$ cat src/rtl/fdiv_newton_ctrl_if.sv
// Request/response handshake bundle for the fdiv_newton_ctrl divider front end.
interface fdiv_newton_ctrl_if;
    logic        in_valid;
    logic        in_ready;
    logic [31:0] op_a;
    logic [31:0] op_b;
    logic [1:0]  rm;
    logic        res_valid;
    logic        res_ready;
    logic [31:0] result;
    logic [4:0]  flags;

    modport master (
        output in_valid, op_a, op_b, rm, res_ready,
        input  in_ready, res_valid, result, flags
    );

    modport slave (
        input  in_valid, op_a, op_b, rm, res_ready,
        output in_ready, res_valid, result, flags
    );
endinterface

$ cat src/rtl/fdiv_newton_ctrl.sv
// Single-precision divide controller around a fixed-latency iterative mantissa core.
// Optional macro FDIV_RMODE_EN: honour rm for all four rounding modes (else RNE only).
module fdiv_newton_ctrl (
    input  logic               clk,
    input  logic               clrn,
    fdiv_newton_ctrl_if.slave  bus,
    output logic [23:0]        core_a,
    output logic [23:0]        core_b,
    output logic               core_fdiv,
    output logic               core_ena,
    input  logic [31:0]        core_q,
    input  logic               core_busy
);
    typedef enum logic [2:0] {IDLE, START, ITER, DRAIN, DONE} state_t;
    typedef struct packed {
        logic        sign;
        logic [7:0]  exp;
        logic [22:0] frac;
    } fp32_t;

    localparam logic [31:0] QNAN = 32'h7FC0_0000;

    state_t      state, state_nx;
    logic [4:0]  cnt;
    logic [7:0]  ea, eb;
    logic        sign_q;
    logic [31:0] result_q;
    logic [4:0]  flags_q;
`ifdef FDIV_RMODE_EN
    logic [1:0]  rm_q;
`endif

    fp32_t a, b;
    logic  accept, sgn;
    logic  a_zero, b_zero, a_inf, b_inf, a_nan, b_nan, a_snan, b_snan, special;
    logic [31:0] sp_res;
    logic [4:0]  sp_flags;

    assign a      = bus.op_a;
    assign b      = bus.op_b;
    assign accept = bus.in_valid & bus.in_ready;
    assign sgn    = a.sign ^ b.sign;

    // Exponent 0 is zero regardless of fraction: denormal inputs are flushed.
    assign a_zero  = (a.exp == 8'h00);
    assign b_zero  = (b.exp == 8'h00);
    assign a_inf   = (a.exp == 8'hFF) && (a.frac == 23'd0);
    assign b_inf   = (b.exp == 8'hFF) && (b.frac == 23'd0);
    assign a_nan   = (a.exp == 8'hFF) && (a.frac != 23'd0);
    assign b_nan   = (b.exp == 8'hFF) && (b.frac != 23'd0);
    assign a_snan  = a_nan & ~a.frac[22];
    assign b_snan  = b_nan & ~b.frac[22];
    assign special = a_zero | b_zero | a_inf | b_inf | a_nan | b_nan;

    always_comb begin
        sp_res   = {sgn, 31'd0};
        sp_flags = 5'd0;
        if (a_nan | b_nan) begin
            sp_res   = QNAN;
            sp_flags = {a_snan | b_snan, 4'd0};
        end else if ((a_zero & b_zero) | (a_inf & b_inf)) begin
            sp_res   = QNAN;
            sp_flags = 5'b10000;
        end else if (a_inf) begin
            sp_res   = {sgn, 8'hFF, 23'd0};
        end else if (b_zero) begin
            sp_res   = {sgn, 8'hFF, 23'd0};
            sp_flags = 5'b01000;
        end
    end

    // Normalise / round the core quotient; only registered in core cycle 19.
    logic signed [9:0] e_raw, e_n, e_fin;
    logic [23:0] man;
    logic [24:0] man_rnd;
    logic [22:0] frac_o;
    logic        g, s, inc, ovf_inf;
    logic [31:0] nrm_res;
    logic [4:0]  nrm_flags;

    always_comb begin
        e_raw = $signed({2'b00, ea}) - $signed({2'b00, eb}) + 10'sd127;
        if (core_q[31]) begin
            man = core_q[31:8];
            g   = core_q[7];
            s   = |core_q[6:0];
            e_n = e_raw;
        end else begin
            man = core_q[30:7];
            g   = core_q[6];
            s   = |core_q[5:0];
            e_n = e_raw - 10'sd1;
        end
`ifdef FDIV_RMODE_EN
        case (rm_q)
            2'b00:   begin inc = g & (s | man[0]); ovf_inf = 1'b1;    end
            2'b01:   begin inc = 1'b0;             ovf_inf = 1'b0;    end
            2'b10:   begin inc = sign_q & (g | s);  ovf_inf = sign_q;  end
            default: begin inc = ~sign_q & (g | s); ovf_inf = ~sign_q; end
        endcase
`else
        inc     = g & (s | man[0]);
        ovf_inf = 1'b1;
`endif
        man_rnd = {1'b0, man} + {24'd0, inc};
        e_fin   = man_rnd[24] ? e_n + 10'sd1 : e_n;
        frac_o  = man_rnd[24] ? man_rnd[23:1] : man_rnd[22:0];
        if (e_fin >= 10'sd255) begin
            nrm_res   = ovf_inf ? {sign_q, 8'hFF, 23'd0} : {sign_q, 31'h7F7F_FFFF};
            nrm_flags = 5'b00101;
        end else if (e_fin <= 10'sd0) begin
            nrm_res   = {sign_q, 31'd0};
            nrm_flags = 5'b00011;
        end else begin
            nrm_res   = {sign_q, e_fin[7:0], frac_o};
            nrm_flags = {4'd0, g | s};
        end
    end

    always_comb begin
        state_nx = state;
        case (state)
            IDLE:    if (accept) state_nx = special ? DONE : START;
            START:   if (!core_busy) state_nx = ITER;
            ITER:    if (cnt == 5'd15) state_nx = DRAIN;
            DRAIN:   if (cnt == 5'd19) state_nx = DONE;
            DONE:    if (bus.res_ready) state_nx = IDLE;
            default: state_nx = IDLE;
        endcase
    end

    always_ff @(posedge clk or negedge clrn) begin
        if (!clrn) begin
            state    <= IDLE;
            cnt      <= 5'd0;
            core_a   <= 24'd0;
            core_b   <= 24'd0;
            ea       <= 8'd0;
            eb       <= 8'd0;
            sign_q   <= 1'b0;
            result_q <= 32'd0;
            flags_q  <= 5'd0;
`ifdef FDIV_RMODE_EN
            rm_q     <= 2'b00;
`endif
        end else begin
            state <= state_nx;
            case (state)
                IDLE: if (accept) begin
                    core_a <= {1'b1, a.frac};
                    core_b <= {1'b1, b.frac};
                    ea     <= a.exp;
                    eb     <= b.exp;
                    sign_q <= sgn;
`ifdef FDIV_RMODE_EN
                    rm_q   <= bus.rm;
`endif
                    if (special) begin
                        result_q <= sp_res;
                        flags_q  <= sp_flags;
                    end
                end
                START: if (!core_busy) cnt <= 5'd1;
                ITER:  cnt <= cnt + 5'd1;
                DRAIN: begin
                    cnt <= cnt + 5'd1;
                    if (cnt == 5'd19) begin
                        cnt      <= 5'd0;
                        result_q <= nrm_res;
                        flags_q  <= nrm_flags;
                    end
                end
                default: ;
            endcase
        end
    end

    // in_ready is gated by clrn so it stays low while reset is held.
    assign bus.in_ready  = (state == IDLE) & clrn;
    assign bus.res_valid = (state == DONE);
    assign bus.result    = result_q;
    assign bus.flags     = flags_q;
    assign core_fdiv     = (state == START) & ~core_busy;
    assign core_ena      = (state == DRAIN) & (cnt != 5'd19);
endmodule

$ cat src/flat_wrapper.sv
// flat-port wrapper written by rule: the top's interface ports become plain ports
module fdiv_newton_ctrl_flat 
  (clk, clrn, core_a, core_b, core_fdiv, core_ena, core_q, core_busy, bus_in_valid, bus_op_a, bus_op_b, bus_rm, bus_res_ready, bus_in_ready, bus_res_valid, bus_result, bus_flags);
  fdiv_newton_ctrl_if bus_i ();
  input  logic clk;
  input  logic clrn;
  output logic [23:0] core_a;
  output logic [23:0] core_b;
  output logic core_fdiv;
  output logic core_ena;
  input  logic [31:0] core_q;
  input  logic core_busy;
  input wire logic [$bits(bus_i.in_valid)-1:0] bus_in_valid;
  input wire logic [$bits(bus_i.op_a)-1:0] bus_op_a;
  input wire logic [$bits(bus_i.op_b)-1:0] bus_op_b;
  input wire logic [$bits(bus_i.rm)-1:0] bus_rm;
  input wire logic [$bits(bus_i.res_ready)-1:0] bus_res_ready;
  output wire logic [$bits(bus_i.in_ready)-1:0] bus_in_ready;
  output wire logic [$bits(bus_i.res_valid)-1:0] bus_res_valid;
  output wire logic [$bits(bus_i.result)-1:0] bus_result;
  output wire logic [$bits(bus_i.flags)-1:0] bus_flags;
  assign bus_i.in_valid = bus_in_valid;
  assign bus_i.op_a = bus_op_a;
  assign bus_i.op_b = bus_op_b;
  assign bus_i.rm = bus_rm;
  assign bus_i.res_ready = bus_res_ready;
  assign bus_in_ready = bus_i.in_ready;
  assign bus_res_valid = bus_i.res_valid;
  assign bus_result = bus_i.result;
  assign bus_flags = bus_i.flags;
  fdiv_newton_ctrl u_core (.clk(clk), .clrn(clrn), .bus(bus_i), .core_a(core_a), .core_b(core_b), .core_fdiv(core_fdiv), .core_ena(core_ena), .core_q(core_q), .core_busy(core_busy));
endmodule
$ cat config.mk
export PLATFORM = sky130hd
export DESIGN_NAME = fdiv_newton_ctrl_flat
export DESIGN_NICKNAME = d
export VERILOG_FILES = /design/src/rtl/fdiv_newton_ctrl_if.sv /design/src/rtl/fdiv_newton_ctrl.sv /design/src/flat_wrapper.sv
export SDC_FILE = /design/constraint.sdc
export NUM_CORES = 1
export LEC_CHECK = 0
export CAP_MARGIN = 15
export CORE_ASPECT_RATIO = 0.6
export CORE_MARGIN = 2
export CORE_UTILIZATION = 52
export DETAILED_ROUTE_END_ITERATION = 10
export HOLD_SLACK_MARGIN = 0.08
export PLACE_DENSITY = 0.91
export REMOVE_ABC_BUFFERS = 1
export SYNTH_ARGS = -nofsm -noshare
export SYNTH_HDL_FRONTEND = slang
export SYNTH_SLANG_ARGS = --single-unit
$ cat constraint.sdc
create_clock -name clk -period 6.8 [get_ports clk]
set_input_delay 1.02 -clock clk [delete_from_list [all_inputs] [get_ports clk]]
set_output_delay 1.02 -clock clk [all_outputs]
set_load 0.01 [all_outputs]
==> impl_metrics.tcl, run 1 <==
set metrics [dict create \
    synth_top_family_by_area "simple AND/OR/NAND/NOR gates" \
    synthMuxAreaShare 0.01809 \
    synth-warning-count 0 \
    place_congestion 0.9009 \
    cts_setup_buffers 0 \
    fin_setup_tns_ps 0 \
    swShare 0.4489 \
    switchingPower_mw 2.019 \
    wl_per_cell_um 15.73 \
    synth.most_common_cell "nand2_1" \
    crit_chain "clkdlybuf4s50_1, o21ai_0, a21oi_1, ha_1, ha_1, nand4_1, nor4_4, nand3_2, nor3_4, nand3_2, or4_4, xnor2_1, a41oi_2, nor3_2, or2_1, a221o_1" \
    cts_tree "done" \
    die_h_um 91.99 \
    max_stage_delay_ps 620 \
    synthTopCellsByArea "dfrtp_1, nand2_1, xnor2_1" \
    grt_pass1_wl_um 29020 \
    power.leakage_nw 3.922 \
    area_growth_pct 33.53 \
    slew_viol_final 0 \
    route.detailed.drc 0 \
    synth_adder_area_share 0.03096 \
    dp_hpwl_um 13930 \
    max_freq_mhz 180.5 \
    yosys.area.top_type_share 0.4066 \
    final_cells 1164 \
    pwr_density_cell_mw_per_mm2 502.1 \
    drive_above_1_share 0.04930 \
    clk_latency_ps 350 \
    routed_wl_um 18310 \
    synth_common_cells "nand2_1, dfrtp_1, nor2_1" \
    yosys.area_share.simple 0.2975 \
    peakVddDrop_mv 0.3458 \
    cp_slowest_cell "or4_4" \
    holdWs_ps 475.5 \
    critPathMaxFanout 7 \
    fill_cells 968 \
    end_kind "flip-flop" \
    cts.repair.resized 0 \
    core_mm2 0.01273 \
    via_per_inst 5.447 \
    cp.required_ps 7030 \
    worst_pin_slew_ps 1057 \
    finalSetupViolations 0 \
    syn-instance-count 825 \
    seqPwrFrac 0.244 \
    rows 32 \
    grt_max_degree 74 \
    hold_viol_final 0 \
    dieArea_mm2 0.01386 \
    critPathBufInv 1 \
    ios 192 \
    cts-root-buf "clkbuf_16" \
    worst-setup-path-type "in2reg" \
    rsz0062_at_grt "no" \
    cp.arrival_ps 5770 \
    final_nets 1108 \
    cts_hold_buf 0 \
    p_clk_frac 0.115 \
    hp-class "reg2reg" \
    skew_ps 7.340 \
    max_cap_violations 0 \
    clock_sinks 109 \
    vias 6340 \
    place_area_mm2 0.008667 \
    status "finished clean" \
    postLayoutCellArea_mm2 0.008959 \
    initialDrtViolationCount 564 \
    grt_pass1_vias 5929 \
    ys_seq_elements 109 \
    p_int_mw 2.479 \
    p_comb_frac 0.641 \
    num_antenna_cells 0 \
    yosys_most_used_dff "dfrtp_1" \
    drtPass1Iterations 5 \
    die_w_um 150.6 \
    overflow 0 \
    yosys.area.top_type "dfrtp_1" \
    relSlewSlack 0.2930 \
    post-route-period-util 0.8148 \
    cts.clk_slew.worst_paths_ps 70 \
    io_buffers 189 \
    synth_xor_area_frac 0.09418 \
    syn-cell-area_mm2 0.006709 \
    initial_utilization 0.5269 \
    crit_family "simple AND/OR/NAND/NOR gates" \
    seq_area_frac_synth 0.4066 \
    htreeDepth 3 \
    dp.cells 1148 \
    avgSynthCellArea_um2 8.132 \
    synth_edf_count 0 \
    synth-compound-area-share 0.1136 \
    cts_buffer_depth 2 \
    synthArstFlopShare 1.000 \
    critPathLaunchType "primary input" \
    period_needed_ps 5541 \
    grt.total_usage 0.2633 \
    ant_nets 0 \
    grt_antenna_before_repair 0 \
    cts_inserted_buffers 9 \
    ys_types 77 \
]
## cell families after synthesis
kind of cell	after synthesis
muxes	12
and+or+nand+nor	437
xor gates and xnor gates	65
adders and majority gates	16
buffers and inverters	64
AOI/OAI and AO/OA	122
DFF	109
## cell usage in the layout, fill, tap and decap left out, types with 16 or more instances in the layout
cell type / n
a21oi_1: 31
clkdlybuf4s50_1: 187
dfrtp_1: 109
inv_1: 24
nand2_1: 248
nand3_1: 17
nor2_1: 72
nor4_1: 16
o21ai_0: 38
xnor2_1: 34
xor2_1: 25
## cell type report
class / instances / area, um2 / share of cell area
clock buffers: 10 / 239.0 / 0.02668
clock inverters: 6 / 52.55 / 0.005866
repair buffers: 193 / 1914 / 0.2137
multi-input cells: 652 / 3722 / 0.4155
inverters: 24 / 90.09 / 0.01006
flip-flops and latches: 109 / 2728 / 0.3045
well taps: 170 / 212.7 / 0.02374
## power groups by stage
stage               sequential (mW)  clock (mW)  combinational (mW)
floorplan                      1.19           0                1.81
global placement               1.10           0                2.76
detailed placement             1.11           0                2.84
CTS                            1.10       0.527                2.86
global route                   1.13       0.555                3.15
finish                         1.10       0.516                2.88
## path summary, 6_finish.rpt
path,start,end,slack (ps),cells after the start
max,core_q[8],u_core.bus.result[23],1260,16
min,u_core.core_b[16],u_core.core_b[16],480,2
max reg2reg,u_core.eb[0],u_core.bus.result[23],2130,15
min reg2reg,u_core.core_b[16],u_core.core_b[16],480,2
max in group asynchronous,clrn,u_core.eb[1],4900,2
min in group asynchronous,clrn,u_core.core_a[19],640,1
## per-stage QoR
step / setup slack, ps / utilization / total power [mW]
6_report: 1259 / 0.7036 / 4.498
5_1_grt: 1097 / 0.7036 / 4.834
4_1_cts: 1375 / 0.7036 / 4.486
3_5_place_dp: 1049 / 0.6807 / 3.947
3_3_place_gp: 1188 / 0.6807 / 3.854
2_1_floorplan: 2156 / - / 3.006
## worst reg2reg max path: stages, from the launching register on
cell,delay (ps)
dfrtp_1,410
ha_1,230
fa_1,500
ha_1,350
or3b_1,390
nor2_1,180
nor2_1,120
nor3_1,300
xnor2_2,180
o21bai_1,220
or4_4,460
xnor2_1,160
a41oi_2,310
nor3_2,90
or2_1,350
a221o_1,300
## layer usage
layer | GRT usage | vias up | part of all wire
met5 | 0 | - | 0
met2 | 0.4155 | 247 | 0.45
li1 | - | 3102 | -
met3 | 0.05920 | 32 | 0.079
met1 | 0.3649 | 2959 | 0.44
met4 | 0.07788 | 0 | 0.023
## sequential cells by signal (all words and copies together) (netlist names)
signal / cells
u_core.bus.flags: 5
u_core.bus.result: 32
u_core.cnt: 5
u_core.core_a: 23
u_core.core_b: 24
u_core.ea: 8
u_core.eb: 8
u_core.sign_q: 1
u_core.state: 3
No activity file was read; power rests on OpenSTA's default activity.
==> run 2, diff against run 1 <==
--- a/config.mk
+++ b/config.mk
@@ -8,10 +8,10 @@
 export CAP_MARGIN = 15
 export CORE_ASPECT_RATIO = 0.6
 export CORE_MARGIN = 2
-export CORE_UTILIZATION = 52
+export CORE_UTILIZATION = 44
 export DETAILED_ROUTE_END_ITERATION = 10
 export HOLD_SLACK_MARGIN = 0.08
-export PLACE_DENSITY = 0.91
+export PLACE_DENSITY = 0.83
 export REMOVE_ABC_BUFFERS = 1
 export SYNTH_ARGS = -nofsm -noshare
 export SYNTH_HDL_FRONTEND = slang
==> constraint.sdc (replaced) <==
create_clock -name clk -period 4.7 [get_ports clk]
set_input_delay 0.705 -clock clk [delete_from_list [all_inputs] [get_ports clk]]
set_output_delay 0.705 -clock clk [all_outputs]
set_load 0.01 [all_outputs]
==> impl_metrics.tcl, run 2 (synthesis results as in run 1) <==
set metrics [dict create \
    fin_ws_ps 220.1 \
    final_nets 1128 \
    critPathLaunchType "flip-flop" \
    htreeDepth 3 \
    max_freq_mhz 223.2 \
    die_w_um 163.4 \
    grt.total_usage 0.2288 \
    largest_register_ffs 32 \
    area_growth_pct 37.17 \
    holdWs_ps 276.1 \
    initialDrtViolationCount 478 \
    peakVddDrop_mv 0.5270 \
    critPathBufInv 0 \
    end_kind "flip-flop" \
    cp_slowest_cell "fa_1" \
    rows 34 \
    max_cap_violations 0 \
    core_mm2 0.01468 \
    grt_max_degree 81 \
    wl_per_cell_um 15.64 \
    power.leakage_nw 4.038 \
    dp_hpwl_um 14480 \
    dp_slack_ps -132.5 \
    grt_pass1_wl_um 29930 \
    routed_wl_um 18960 \
    cts.clk_slew.worst_paths_ps 80 \
    vias 6367 \
    drtPass1Iterations 5 \
    relSlewSlack 0.2743 \
    status "finished clean" \
    via_per_inst 5.253 \
    multiInputGateArea_mm2 0.003729 \
    critPathMaxFanout 7 \
    finalSetupViolations 0 \
    skew_ps 11.30 \
    cp.arrival_ps 4710 \
    crit_chain "ha_1, fa_1, ha_1, or3b_1, nor2_1, nor2_1, nor3_1, xnor2_2, o21bai_1, or4_4, xnor2_1, a41oi_2, nor3_2, or2_1, a221o_1" \
    cts_buffer_depth 2 \
    initial_utilization 0.4571 \
    drive_above_1_share 0.06903 \
    dieArea_mm2 0.01628 \
    die_h_um 99.65 \
    cts_inserted_buffers 9 \
    rsz0062_at_grt "no" \
    power_mw 6.667 \
    layout_common_cells "nand2_1, clkdlybuf4s50_1, dfrtp_1" \
    place_area_mm2 0.008865 \
    fill_cells 1261 \
    clk_latency_ps 350 \
    overflow 0 \
    io_buffers 189 \
    seq_area_mm2 0.002728 \
    num_antenna_cells 0 \
    worst_pin_slew_ps 1085 \
    post-route-period-util 0.9532 \
    clock_sinks 109 \
    ios 192 \
    final_common_cell "nand2_1" \
    postLayoutCellArea_mm2 0.009203 \
    cp.required_ps 4930 \
    hp-class "in2async" \
    ant_nets 0 \
    cts_tree "done" \
    grt_antenna_before_repair 0 \
    worst-setup-path-type "reg2reg" \
    final_cells 1212 \
    slew_viol_final 0 \
    crit_family "simple AND/OR/NAND/NOR gates" \
    hold_viol_final 0 \
    dp.cells 1196 \
    grt_pass1_vias 5899 \
    place_congestion 0.9720 \
    route.detailed.drc 0 \
    max_stage_delay_ps 490 \
    pwr_density_cell_mw_per_mm2 724.5 \
    cts-root-buf "clkbuf_16" \
    period_needed_ps 4480 \
]
-- run 2: cell count changes in the layout (fill, tap and decap cells not counted), sizes merged --
cell    previous run  this run
bufinv             0         1
clkinv             2         4
inv               27        25
clkbuf            10         9
buf                6        26
-- run 2: final timing paths --
kind	start	to	slack (ps)	depth (start not counted)
setup / recovery	u_core.eb[0]	u_core.bus.result[26]	220	15
hold / removal	clrn	u_core.bus.result[12]	280	1
setup reg to reg	u_core.eb[0]	u_core.bus.result[26]	220	15
hold reg to reg	u_core.core_b[20]	u_core.core_b[20]	470	2
max in group asynchronous	clrn	u_core.eb[5]	3070	2
min in group clk	u_core.core_b[20]	u_core.core_b[20]	470	2
-- run 2: area by class of cell --
class / instances / area share
multi-input cells: 652 / 0.4052
inverters: 24 / 0.009789
flip-flops and latches: 109 / 0.2964
well taps: 198 / 0.02692
clock buffers: 9 / 0.02447
clock inverters: 7 / 0.01156
repair buffers: 213 / 0.2257
-- run 2: per-stage QoR --
| step | util | setup TNS [ps] |
|---|---|---|
| 2_1_floorplan | - | 0 |
| 3_3_place_gp | 0.6040 | -297.0 |
| 3_5_place_dp | 0.6040 | -1439 |
| 4_1_cts | 0.6266 | 0 |
| 5_1_grt | 0.6270 | 0 |
| 6_report | 0.6270 | 0 |
-- run 2: layer usage --
metal / global-route usage / vias to the layer above / share of wire
met1: 0.3406 / 3001 / 0.48
li1: - / 3144 / -
met2: 0.3447 / 206 / 0.44
met4: 0.04425 / 0 / 0.010
met5: 0 / - / 0
met3: 0.04796 / 16 / 0.075
-- run 2: power by group --
group | switching (mW) | internal (mW)
Combinational | 2.36 | 1.89
Clock | 0.395 | 0.433
Sequential | 0.236 | 1.35
-- run 2: timing repair --
item | 4_1_cts | 5_1_grt
setup endpoints to repair | 0 | 12
setup buffers | 0 | 0
hold buffers | 0 | 0
resized for setup | 0 | 1
==> run 3, diff against run 2 <==
--- a/config.mk
+++ b/config.mk
@@ -6,9 +6,11 @@
 export NUM_CORES = 1
 export LEC_CHECK = 0
 export CAP_MARGIN = 15
+export CELL_PAD_IN_SITES_DETAIL_PLACEMENT = 1
+export CELL_PAD_IN_SITES_GLOBAL_PLACEMENT = 2
 export CORE_ASPECT_RATIO = 0.6
 export CORE_MARGIN = 2
-export CORE_UTILIZATION = 44
+export CORE_UTILIZATION = 25
 export DETAILED_ROUTE_END_ITERATION = 10
 export HOLD_SLACK_MARGIN = 0.08
 export PLACE_DENSITY = 0.83
==> impl_metrics.tcl, run 3 (synthesis results as in run 1) <==
set metrics [dict create \
    p_comb_frac 0.644 \
    rr_endpoint "u_core.bus.result[28]" \
    cts_inserted_buffers 9 \
    worst_pin_slew_ps 836.9 \
    cp.arrival_ps 4630 \
    skew_ps 10.88 \
    rr_startpoint "u_core.eb[0]" \
    ios 192 \
    largest_register_ffs 32 \
    grt.total_usage 0.1620 \
    p_clk_frac 0.118 \
    hold_viol_final 0 \
    num_antenna_cells 0 \
    switchingPower_mw 3.106 \
    max_cap_violations 0 \
    overflow 0 \
    initialDrtViolationCount 411 \
    cp.required_ps 4940 \
    peakVddDrop_mv 0.3717 \
    pwr_density_cell_mw_per_mm2 711.6 \
    period_needed_ps 4389 \
    grt_max_degree 73 \
    die_w_um 215.5 \
    dieArea_mm2 0.02820 \
    drtPass1Iterations 4 \
    worst-setup-path-type "reg2reg" \
    route.detailed.drc 0 \
    power_mw 6.734 \
    core_mm2 0.02642 \
    relSlewSlack 0.4421 \
    ff2ff_path_depth 15 \
    drive_above_1_share 0.07918 \
    finalSetupViolations 0 \
    cts_buffer_depth 2 \
    final_nets 1137 \
    htreeDepth 3 \
    layout_common_cells "nand2_1, clkdlybuf4s50_1, dfrtp_1" \
    grt_pass1_vias 6560 \
    end_kind "flip-flop" \
    dp_hpwl_um 18150 \
    cts.clk_slew.worst_paths_ps 80 \
    p_int_mw 3.629 \
    rsz0062_at_grt "no" \
    ant_nets 0 \
    status "finished clean" \
    setup.worst_path.start "u_core.eb[0]" \
    place_congestion 0.8310 \
    area_growth_pct 41.07 \
    swShare 0.4611 \
    r2r_slack_ps 310 \
    final_common_cell "nand2_1" \
    max_freq_mhz 227.8 \
    endpoint "u_core.bus.result[28]" \
    cts_tree "done" \
    rows 46 \
    power.leakage_nw 4.083 \
    post-route-period-util 0.9339 \
    critPathMaxFanout 7 \
    clk_latency_ps 370 \
    routed_wl_um 22990 \
    die_h_um 130.9 \
    grt_pass1_wl_um 36430 \
    utilization 0.3582 \
    holdWs_ps 478.2 \
    initial_utilization 0.2540 \
    slew_viol_final 0 \
    hp-class "reg2reg" \
    cts-root-buf "clkbuf_16" \
    clock_sinks 109 \
    seqPwrFrac 0.238 \
    grt_antenna_before_repair 0 \
    via_per_inst 4.640 \
    critPathLaunchType "flip-flop" \
    vias 6417 \
    min-delay-start "u_core.core_b[15]" \
    wl_per_cell_um 16.62 \
    io_buffers 189 \
]
run 3: per-layer routing:
layer | up-vias | part of all wire | GRT usage
met5 | - | 0 | 0
met4 | 0 | 0.0081 | 0.03245
met3 | 15 | 0.034 | 0.02801
met2 | 99 | 0.44 | 0.2531
met1 | 3127 | 0.52 | 0.2357
li1 | 3176 | - | -
run 3: layout make-up:
| class | instances | area [um2] |
|---|---|---|
| fillers | 3160 | 16950 |
| clock inverters | 7 | 73.82 |
| repair buffers | 222 | 2165 |
| multi-input cells | 652 | 3732 |
| well taps | 360 | 450.4 |
| inverters | 24 | 90.09 |
| flip-flops and latches | 109 | 2728 |
| clock buffers | 9 | 225.2 |
run 3: power groups by stage:
stage | logic (mW) | registers [mW] | clock network, mW
after floorplan | 2.62 | 1.72 | 0
after global placement | 4.25 | 1.61 | 0
after detailed placement | 4.32 | 1.62 | 0
after CTS | 4.34 | 1.61 | 0.827
after global routing | 4.79 | 1.66 | 0.855
final | 4.34 | 1.60 | 0.798
run 3: critical path: stages, from the launching register on:
cell and delay [ps]:
dfrtp_1 400, ha_1 230, fa_1 530, ha_1 360, or3b_1 400, nor2_2 150, nor2_1 110, nor2_1 100
nand4bb_1 150, xor2_1 230, or4_4 560, xnor2_1 150, a41oi_2 240, nor3_2 80, or2_4 300, a221o_1 260
run 3: worst min-delay path by stage:
stage | end | slack [ps] | cells past startpoint
finish | u_core.core_b[15] | 480 | 2
global route | u_core.core_b[15] | 500 | 2
CTS | u_core.core_b[15] | 480 | 2
detailed placement | u_core.core_b[15] | 460 | 2
global placement | u_core.core_b[11] | 460 | 2
floorplan | u_core.bus.flags[0] | 410 | 0
run 3: timing repair:
action | in CTS | in global routing
buffers inserted | 0 | 0
hold buffers | 0 | 0
resized for setup | 0 | 3
endpoints found under the setup margin | 0 | 27
run 3: per-stage QoR:
stage | setup TNS (ps) | instances | setup WS, ps | cell area, um2
6_report | 0 | 1383 | 310.8 | 9464
5_1_grt | 0 | 1383 | 5.931 | 9464
4_1_cts | 0 | 1382 | 165.6 | 9427
3_5_place_dp | -1048 | 1366 | -130.1 | 9128
3_3_place_gp | -471.0 | 1366 | -68.82 | 9128
2_1_floorplan | 0 | 785 | 371.5 | 6536
